$ cat src/rtl/hsv_pkg.sv
// hsv_pkg: shared constants, region encoding and hue-sector helpers for hsv_rgb_decoder
package hsv_pkg;
  localparam logic [7:0] SECTOR = 8'd43;
  localparam logic [7:0] REM_SCALE = 8'd6;
  localparam int PIPE_DEPTH = 4;
  typedef enum logic [2:0] {REG_0, REG_1, REG_2, REG_3, REG_4, REG_5} region_e;
  // Hue sector: H/43, which saturates naturally at 5 for H=215..255
  function automatic region_e h_region(input logic [7:0] h);
    h_region = REG_0;
    for (int i = 1; i < 6; i++)
      if (int'(h) >= i * int'(SECTOR)) h_region = region_e'(3'(i));
  endfunction
  // Position inside the sector scaled to 0..252, kept to 8 bits
  function automatic logic [7:0] h_rem(input logic [7:0] h, input region_e r);
    return 8'((int'(h) - int'(r) * int'(SECTOR)) * int'(REM_SCALE));
  endfunction
endpackage

$ cat src/rtl/mul8_shr8.sv
// mul8_shr8: (a*b)>>8 with round-half-up when HSV_DECODE_ROUND_EN is defined
module mul8_shr8 (
  input  logic [7:0] a_i,
  input  logic [7:0] b_i,
  output logic [7:0] y_o
);
  logic [15:0] prod;
`ifdef HSV_DECODE_ROUND_EN
  assign prod = 16'(a_i) * 16'(b_i) + 16'd128;
`else
  assign prod = 16'(a_i) * 16'(b_i);
`endif
  assign y_o = 8'(prod >> 8);
endmodule

$ cat src/rtl/hsv_rgb_decoder.sv
// hsv_rgb_decoder: 4-stage HSV to RGB pipeline with valid/ready flow control; HSV_DECODE_ROUND_EN selects rounded products
module hsv_rgb_decoder
  import hsv_pkg::*;
(
  input  logic        clk,
  input  logic        reset,
  input  logic [23:0] in_hsv,
  input  logic        in_valid,
  input  logic        in_last,
  output logic        in_ready,
  output logic [23:0] out_rgb,
  output logic        out_valid,
  output logic        out_last,
  input  logic        out_ready
);
  logic                  en;
  logic [PIPE_DEPTH-1:0] vld_q, last_q;
  region_e               reg_d, s1_reg_q, s2_reg_q, s3_reg_q;
  logic [7:0]            s1_rem_q, s1_s_q, s1_v_q;
  logic [7:0]            sr_d, sf_d, s2_sr_q, s2_sf_q, s2_ns_q, s2_v_q;
  logic [7:0]            p_d, q_d, t_d, s3_p_q, s3_q_q, s3_t_q, s3_v_q;
  logic                  s2_gray_q, s3_gray_q;
  logic [23:0]           rgb_mux, rgb_d, rgb_q;
  assign en = !(vld_q[PIPE_DEPTH-1] && !out_ready);
  assign in_ready = en;
  assign out_valid = vld_q[PIPE_DEPTH-1];
  assign out_last = last_q[PIPE_DEPTH-1];
  assign out_rgb = rgb_q;
  assign reg_d = h_region(in_hsv[23:16]);
  mul8_shr8 u_sr (.a_i(s1_s_q), .b_i(s1_rem_q),  .y_o(sr_d));
  mul8_shr8 u_sf (.a_i(s1_s_q), .b_i(~s1_rem_q), .y_o(sf_d));
  mul8_shr8 u_p  (.a_i(s2_v_q), .b_i(s2_ns_q),   .y_o(p_d));
  mul8_shr8 u_q  (.a_i(s2_v_q), .b_i(~s2_sr_q),  .y_o(q_d));
  mul8_shr8 u_t  (.a_i(s2_v_q), .b_i(~s2_sf_q),  .y_o(t_d));
  // Sector-dependent channel assignment; gray pixels bypass it
  always_comb begin
    case (s3_reg_q)
      REG_0:   rgb_mux = {s3_v_q, s3_t_q, s3_p_q};
      REG_1:   rgb_mux = {s3_q_q, s3_v_q, s3_p_q};
      REG_2:   rgb_mux = {s3_p_q, s3_v_q, s3_t_q};
      REG_3:   rgb_mux = {s3_p_q, s3_q_q, s3_v_q};
      REG_4:   rgb_mux = {s3_t_q, s3_p_q, s3_v_q};
      default: rgb_mux = {s3_v_q, s3_p_q, s3_q_q};
    endcase
  end
  assign rgb_d = s3_gray_q ? {3{s3_v_q}} : rgb_mux;
  // Valid/last tags and output register advance together, frozen on downstream stall
  always_ff @(posedge clk) begin
    if (reset) begin
      vld_q <= '0;
      last_q <= '0;
      rgb_q <= '0;
    end else if (en) begin
      vld_q <= {vld_q[PIPE_DEPTH-2:0], in_valid};
      last_q <= {last_q[PIPE_DEPTH-2:0], in_valid && in_last};
      rgb_q <= rgb_d;
    end
  end
  // Datapath stages S1..S3; contents only matter where the matching valid bit is set
  always_ff @(posedge clk) begin
    if (en) begin
      s1_reg_q <= reg_d;
      s1_rem_q <= h_rem(in_hsv[23:16], reg_d);
      s1_s_q <= in_hsv[15:8];
      s1_v_q <= in_hsv[7:0];
      s2_reg_q <= s1_reg_q;
      s2_sr_q <= sr_d;
      s2_sf_q <= sf_d;
      s2_ns_q <= ~s1_s_q;
      s2_v_q <= s1_v_q;
      s2_gray_q <= s1_s_q == 8'd0;
      s3_reg_q <= s2_reg_q;
      s3_p_q <= p_d;
      s3_q_q <= q_d;
      s3_t_q <= t_d;
      s3_v_q <= s2_v_q;
      s3_gray_q <= s2_gray_q;
    end
  end
endmodule

$ cat config.mk
export PLATFORM = sky130hd
export DESIGN_NAME = hsv_rgb_decoder
export DESIGN_NICKNAME = d
export VERILOG_FILES = /design/src/rtl/hsv_pkg.sv /design/src/rtl/mul8_shr8.sv /design/src/rtl/hsv_rgb_decoder.sv
export SDC_FILE = /design/constraint.sdc
export NUM_CORES = 1
export LEC_CHECK = 0
export CAP_MARGIN = 20
export CORE_MARGIN = 2
export CORE_UTILIZATION = 50
export DETAILED_ROUTE_END_ITERATION = 10
export PLACE_DENSITY = 0.66
export SLEW_MARGIN = 20
export SYNTH_ARGS = -nofsm -noshare
export SYNTH_HDL_FRONTEND = slang
export SYNTH_SLANG_ARGS = --single-unit
$ cat constraint.sdc
create_clock -name clk -period 5.61 [get_ports clk]
set_input_delay 0.561 -clock clk [delete_from_list [all_inputs] [get_ports clk]]
set_output_delay 0.561 -clock clk [all_outputs]
set_load 0.02 [all_outputs]
# Word-level counts from Yosys, hierarchy flattened
# Index checks and enable logic that the tools add are counted.
# word_totals
ff_bits,130
latch_bits,0
ram_bits,0
romBits,0
output_inout_bits,27
wordCells,53
n_memories,0
# classes
add_sub_neg,1
multipliers,7
div_mod_pow,0
n_lt_le_gt_ge,5
n_eq_ne,4
shifts,0
mux,7
n_bitwise,4
n_reduce_logical,6
# ops
operator,count
24-bit one-hot mux with 5 select lines,1
8-bit by 8-bit multiplier with 16-bit output,4
8-bit inverter,4
8-bit >= comparator (second input constant),3
24-bit 2-to-1 mux,1
8-bit by 7-bit multiplier with 15-bit output,1
3-bit 2-to-1 mux,4
10-bit by 3-bit multiplier with 7-bit output (second input constant),1
8-bit by 9-bit subtractor with 10-bit output,1
3-bit by 6-bit multiplier with 9-bit output (second input constant),1
8-bit by 6-bit >= comparator with 1-bit output (second input constant),1
8-bit by 7-bit >= comparator with 1-bit output (second input constant),1
8-bit zero test,1
3-bit by 2-bit equality test with 1-bit output (second input constant),2
3-bit by 1-bit equality test with 1-bit output (second input constant),1
3-bit equality test (second input constant),1
3-bit zero test,1
1-bit logical AND,2
1-bit zero test,2
1-bit 2-to-1 mux,1

# Logic depth before layout (Yosys ltp)
# Gate-level depths: netlist of the first run.
# logic_depth
ltp_word,9
ltp_mapped,21
ltp_nobuf,21

# By module
# From an unflattened synthesis of the first run, not the netlist that was laid out.
# hier_totals
cells_unflattened,1592
area_unflattened_um2,15690.0
# by_module_without_submodules
module,instances,cells_each,area_per_inst_um2
hsv_rgb_decoder,1,490,5776.8
mul8_shr8 (u_p ...),2,214,1963.1
mul8_shr8 (u_sf),1,231,2018.2
mul8_shr8 (u_sr),1,222,1995.7
mul8_shr8 (u_t),1,221,1973.1

# Least setup slack after synthesis of the first run
# OpenSTA, ideal clock, no wires.
# synth_path
path_type,register to register
start,register s1_rem_q[2]
end,"register s2_sf_q[7], data pin"
arrival_ps,4569
setup_slack_ps,771
path_stages_with_launch,17
cell_sequence,edfxtp_1 > clkbuf_1 > nor2_1 > fa_1 > fa_1 > inv_1 > fa_1 > inv_1 > fa_1 > ha_1 > and4b_1 > a221oi_1 > o21ai_1 > o41ai_2 > nor2_1 > a2111oi_0 > xnor2_1
# synth_via
elab_chain_cells,2
# synth_lines
element,line_no,source
"start, declared",hsv_rgb_decoder.sv:19,"logic [7:0] s1_rem_q, s1_s_q, s1_v_q;"
"start signal, assigned",hsv_rgb_decoder.sv:63,"s1_rem_q <= h_rem(in_hsv[23:16], reg_d);"
8-bit inverter,hsv_rgb_decoder.sv:31,"mul8_shr8 u_sf (.a_i(s1_s_q), .b_i(~s1_rem_q), .y_o(sf_d));"
8-bit by 8-bit multiplier with 16-bit output,mul8_shr8.sv:11,assign prod = 16'(a_i) * 16'(b_i);
named net sf_d[7],hsv_rgb_decoder.sv:20,"logic [7:0] sr_d, sf_d, s2_sr_q, s2_sf_q, s2_ns_q, s2_v_q;"
"end signal, assigned",hsv_rgb_decoder.sv:68,s2_sf_q <= sf_d;
"end, declared",hsv_rgb_decoder.sv:20,
# The timed path passes the listed nets, and every way through them passes these cells.
# A chain may end at the register's enable or synchronous reset.

# Final worst setup path of the first run
# Same ends and word-level chain as after synthesis.

==> results of run 1 <==
==> worst register-to-register path: stages, from the launching register on <==
cell and delay [ns]:
edfxtp_1 0.60, nor2_1 0.12, fa_1 0.46, fa_1 0.50
inv_1 0.06, fa_1 0.54, inv_1 0.05, fa_1 0.44
ha_1 0.30, and4b_1 0.18, a221oi_1 0.46, o21ai_1 0.22
o41ai_2 0.43, nor2_1 0.10, a2111oi_1 0.47, xnor2_1 0.11
==> cells in the mapped netlist, types with 4 or more instances <==
master and number:
and4_1 4, mux2i_1 9, o21ai_0 58, xnor2_1 33, buf_1 4, or3_1 8, nor3_1 20, fa_1 172
a211oi_1 13, nand3_1 15, edfxtp_1 98, inv_1 249, nor2b_1 74, clkbuf_1 49, o31ai_1 6, a221o_1 16
dfxtp_1 32, xor2_1 16, o22ai_1 8, nand2_1 116, and2_1 57, o21bai_1 6, ha_1 184, or2_2 4
a21o_1 5, nor2_1 77, a21oi_1 32, nand2b_1 83, a22oi_1 16, and3_1 4, nor3b_1 9
==> cell families after synthesis <==
| kind of cell | Yosys count | synth area share [%] |
|---|---|---|
| adders and majority gates | 356 | 38.8 |
| buffers and inverters | 304 | 7.72 |
| xor gates and xnor gates | 50 | 3.05 |
| AOI/OAI and AO/OA | 188 | 8.56 |
| DFF | 130 | 24.2 |
| and+or+nand+nor | 481 | 17.0 |
| muxes | 9 | 0.609 |
==> metal layers <==
layer | share of wire (%) | track usage [%]
met5 | 0 | 0
met2 | 50 | 37.5
met1 | 45 | 27.8
met4 | 2.1 | 6.34
met3 | 3.4 | 2.99
==> placed cells by master (no fill, tap or decap), types with 13 or more instances in the layout <==
cell type and instances:
a21oi_1 32, and2_1 57, nor2b_1 74, clkbuf_16 17, nand3_1 15, o21ai_0 58
dfxtp_1 32, inv_1 248, ha_1 184, xnor2_1 33, clkdlybuf4s50_1 54, nand2b_1 83
a221o_1 16, xor2_1 16, a211oi_1 13, nor3_1 20, nor2_1 77, fa_1 172
a22oi_1 16, buf_4 28, nand2_1 116, edfxtp_1 98
==> per-stage QoR <==
step	setup slack, ns	cell area (µm²)	cells
final	0.317	16400	1963
after global routing	0.0498	16400	1963
after CTS	0.273	16400	1959
after detailed placement	0.109	15800	1927
after global placement	0.198	15800	1927
after floorplan	0.771	14800	1518
==> timing repair <==
item,CTS,global route
gates resized for setup,0,1
setup endpoints to repair,0,1
buffers inserted,0,4
==> how the worst max path moves through the flow <==
stage                      startpoint          end  slack (ns)  cells after the start
final                     s1_rem_q[2]   s2_sf_q[7]        0.32                     15
after global routing      s1_rem_q[2]   s2_sf_q[7]        0.05                     15
after CTS                 s1_rem_q[3]   s2_sf_q[7]        0.27                     15
after detailed placement   in_hsv[22]  s1_rem_q[7]        0.11                     17
after global placement     in_hsv[22]  s1_rem_q[7]        0.20                     17
after floorplan           s1_rem_q[2]   s2_sf_q[7]        0.77                     16
==> cell type report <==
type / count / area (µm²)
clock buffer: 17 / 425
clock inverter: 15 / 155
fill: 2544 / 12500
inverter: 250 / 941
multi-input combinational: 1084 / 10100
sequential: 130 / 3580
tap: 384 / 480
timing repair buffer: 83 / 756
==> impl_metrics.csv, run 1 <==
group,metric,value,unit
outcome,status,"finished, final reports clean",
critical_path,slowest_delay,0.60,ns
placement,globalplace.congestion,0.885,
logic_synthesis,ys_async_sr_fraction,0,%
hold_path,hold_class,"reg2reg",
hold_path,hold_start,"s1_v_q[5]",
logic_synthesis,ys_seq_elements,130,
logic_synthesis,ys_warn_count,0,
finish,fin_nets,1951,
logic_synthesis,synth_edf_count,98,
clock_tree,clk_path_buf_depth,2,
critical_path,cp_common_cell,"fa_1",
logic_synthesis,syn_inst,1518,
clock_tree,cts.sinks,130,
floorplan,fp.dieH,176,µm
clock_tree,cts_tree,"yes",
timing,worst_slew_pin_slew,0.927,ns
logic_synthesis,synth_top_area_share,23.3,%
logic_synthesis,synth_cell_types,56,
timing,fin_crit_sh,94.4,%
routing,first_pass_iters,5,
timing,hold_violations,0,
clock_tree,htreeDepth,4,
clock_tree,clockRootBuffer,"clkbuf_16",
floorplan,fp-row-count,62,
critical_path,path_max_fanout,9,
grt,grt_usage,21.5,%
routing,wire_per_inst,15.9,µm
routing,wl,31300,µm
grt,grt_pass1_wl,53300,µm
floorplan,ios,56,
grt,grt-ovfl-total,0,
routing,first_iter_violations,646,
timing,fin_setup_tns,0,ns
critical_path,worstSetupPathType,"reg2reg",
grt,grt_max_degree,84,
finish,drive_above_1_share,4.62,%
finish,area_growth_syn_to_layout,10.9,%
timing,worst_hold_slack,0.413,ns
placement,port_buffers,55,
routing,vias_per_cell,5.34,
placement,dp_hpwl,24100,µm
job,max_cap_viol_count,0,
logic_synthesis,ys_top_cells_by_area,"fa_1 23%, edfxtp_1 20%, ha_1 16%, inv_1 6.3%, dfxtp_1 4.3%",
critical_path,r2r-end,"s2_sf_q[7]",
timing,setup-violations-final,0,
logic_synthesis,syn_nets,1903,
timing,slew_viol_final,0,
clock_tree,clock_latency,0.43,ns
logic_synthesis,syn_area_per_cell,9.75,µm²
critical_path,crit_chain,"nor2_1 -> fa_1 -> fa_1 -> inv_1 -> fa_1 -> inv_1 -> fa_1 -> ha_1 -> and4b_1 -> a221oi_1 -> o21ai_1 -> o41ai_2 -> nor2_1 -> a2111oi_1 -> xnor2_1",
critical_path,arrival,5.45,ns
clock_tree,cts_buffers,17,
critical_path,r2r_start,"s1_rem_q[2]",
grt,antenna_found_initial,0,
timing,max_freq,189,MHz
critical_path,ff2ff_path_depth,15,
finish,n_antenna_cell,0,
floorplan,dieArea,0.0310,mm²
logic_synthesis,synth_seq_area_share,24.2,%
floorplan,start_util,51.1,%
finish,largest_reg_flops,24,
critical_path,r2r_slack,0.32,ns
critical_path,startpoint_type,"register",
timing,rsz0062_at_grt,"false",
clock_tree,path_clk_slew,0.07,ns
critical_path,worstSetupEndpointType,"register",
logic_synthesis,ys.flop_type,"edfxtp_1",
floorplan,placeableCoreArea,0.0289,mm²
hold_path,whs_endpoint,"s2_v_q[5]",
critical_path,cp_num_buf_inv,2,
timing,relSlewSlack,38.2,%
logic_synthesis,synth_area,0.0148,mm²
grt,grt_pass1_vias,10837,
timing,fin_skew,0.0158,ns
timing,layout_min_cycle_time,5.29,ns
critical_path,critPathRequiredTime,5.77,ns
critical_path,critPathTopFamily,"adder cells",
critical_path,crit_slowest_cell,"edfxtp_1",
logic_synthesis,yosysTopAreaCell,"fa_1",
floorplan,die_x,176,µm
finish,utilization,56.7,%
clock_tree,hold_buffers,0,
routing,num_vias,10484,
routing,postRouteAntennaNets,0,
hold_path,holdPathStages,0,
routing,drc,0,
Power of run 1 is not shown: default switching activity piles up to over one toggle a cycle in this logic, so the estimate is an artifact.
==> run 2: changes to the inputs <==
--- a/config.mk
+++ b/config.mk
@@ -5,12 +5,12 @@
 export SDC_FILE = /design/constraint.sdc
 export NUM_CORES = 1
 export LEC_CHECK = 0
+export ABC_AREA = 0
 export CAP_MARGIN = 20
 export CORE_MARGIN = 2
 export CORE_UTILIZATION = 50
 export DETAILED_ROUTE_END_ITERATION = 10
 export PLACE_DENSITY = 0.66
-export SLEW_MARGIN = 20
 export SYNTH_ARGS = -nofsm -noshare
 export SYNTH_HDL_FRONTEND = slang
 export SYNTH_SLANG_ARGS = --single-unit
==> impl_metrics.csv, run 2 (same netlist as run 1, synthesis figures left out) <==
group,metric,value,unit
routing,drc,0,
critical_path,crit_slowest_cell,"edfxtp_1",
grt,antenna_found_initial,0,
job,max_cap_viol_count,0,
finish,n_antenna_cell,0,
routing,first_iter_violations,580,
critical_path,cp_common_cell,"fa_1",
finish,largest_reg_flops,24,
finish,fin_nets,1952,
grt,grt_pass1_vias,10837,
timing,worst_slew_pin_slew,0.914,ns
grt,grt_pass1_wl,53300,µm
critical_path,cp.depth,15,
critical_path,ff2ff_path_depth,15,
hold_path,holdPathStages,0,
clock_tree,clk_path_buf_depth,2,
routing,postRouteAntennaNets,0,
floorplan,start_util,51.1,%
floorplan,dieArea,0.0310,mm²
clock_tree,htreeDepth,4,
placement,dp_hpwl,24100,µm
timing,fin_skew,0.0157,ns
timing,slew_viol_final,0,
clock_tree,cts_tree,"yes",
timing,fin_setup_tns,0,ns
timing,fin_crit_sh,94.6,%
critical_path,startpoint_type,"register",
critical_path,worstSetupPathType,"reg2reg",
critical_path,crit_chain,"nor2_1 -> fa_1 -> fa_1 -> inv_1 -> fa_1 -> inv_1 -> fa_1 -> ha_1 -> and4b_1 -> a221oi_1 -> o21ai_1 -> o41ai_2 -> nor2_1 -> a2111oi_1 -> xnor2_1",
finish,layout_commonest_cell,"inv_1",
clock_tree,cts.sinks,130,
timing,max_freq,188,MHz
critical_path,slowest_delay,0.60,ns
placement,port_buffers,55,
critical_path,arrival,5.47,ns
floorplan,placeableCoreArea,0.0289,mm²
timing,setup-violations-final,0,
grt,grt-ovfl-total,0,
critical_path,path_max_fanout,9,
timing,hold_violations,0,
placement,globalplace.congestion,0.885,
critical_path,cp_num_buf_inv,2,
finish,drive_above_1_share,4.62,%
grt,grt_max_degree,84,
floorplan,fp-row-count,62,
timing,relSlewSlack,39.1,%
routing,num_vias,10446,
finish,layout_common_cells,"248 x inv_1, 184 x ha_1, 172 x fa_1, 116 x nand2_1, 98 x edfxtp_1",
routing,wire_per_inst,15.9,µm
routing,first_pass_iters,5,
clock_tree,path_clk_slew,0.07,ns
critical_path,critPathTopFamily,"adder cells",
outcome,status,"finished, final reports clean",
clock_tree,clockRootBuffer,"clkbuf_16",
hold_path,hold_class,"reg2reg",
routing,wl,31300,µm
critical_path,critPathRequiredTime,5.77,ns
grt,grt_usage,21.5,%
clock_tree,cts_buffers,17,
critical_path,worstSetupEndpointType,"register",
timing,rsz0062_at_grt,"false",
routing,vias_per_cell,5.32,
finish,area_growth_syn_to_layout,11.1,%
floorplan,ios,56,
timing,layout_min_cycle_time,5.31,ns
finish,fillCellCount,2542,
clock_tree,clock_latency,0.43,ns
floorplan,fp.dieH,176,µm
floorplan,die_x,176,µm
[run 2: worst paths after layout]
kind          startpoint  slack, ns    endpoint
max          s1_rem_q[2]       0.30  s2_sf_q[7]
min            s1_v_q[5]       0.41   s2_v_q[5]
max reg2reg  s1_rem_q[2]       0.30  s2_sf_q[7]
min reg2reg    s1_v_q[5]       0.41   s2_v_q[5]
[run 2: area by class of cell]
class / count / area [µm²] / share of cell area, %
clock buffers: 17 / 425 / 2.59
well taps: 384 / 480 / 2.92
flip-flops and latches: 130 / 3580 / 21.8
inverters: 250 / 941 / 5.72
clock inverters: 15 / 155 / 0.943
multi-input cells: 1084 / 10100 / 61.3
repair buffers: 84 / 788 / 4.79
[run 2: worst reg2reg max path: stages (launching register included)]
cell and delay [ns]:
edfxtp_1 0.60, nor2_1 0.12, fa_1 0.46, fa_1 0.50
inv_1 0.06, fa_1 0.54, inv_1 0.05, fa_1 0.44
ha_1 0.30, and4b_1 0.18, a221oi_1 0.46, o21ai_1 0.22
o41ai_2 0.43, nor2_1 0.10, a2111oi_1 0.47, xnor2_1 0.11
[run 2: timing repair]
| item | in CTS | in global routing |
|---|---|---|
| setup endpoints to repair | 0 | 1 |
| gates resized for setup | 0 | 1 |
| setup buffers | 0 | 4 |
| hold buffers | 0 | 0 |
| endpoints found under the hold margin | 0 | 0 |
[run 2: per-stage QoR]
stage | cell area, µm² | instances | util [%] | hold slack [ns] | setup WS, ns
global placement | 15800 | 1927 | 54.6 | 0.401 | 0.198
detailed placement | 15800 | 1927 | 54.6 | 0.405 | 0.109
global route | 16400 | 1964 | 56.8 | 0.424 | 0.0498
CTS | 16400 | 1959 | 56.6 | 0.416 | 0.273
floorplan | 14800 | 1518 | - | 0.400 | 0.771
finish | 16400 | 1964 | 56.8 | 0.413 | 0.301
[run 2: per-layer routing]
layer | vias up | GRT usage (%) | routed length, µm
met2 | 209 | 37.5 | 15500
met5 | - | 0 | 0
met3 | 41 | 2.99 | 1040
met4 | 0 | 6.34 | 642
li1 | 5058 | - | -
met1 | 5138 | 27.8 | 14100
Power of run 2 is left out for the same reason.
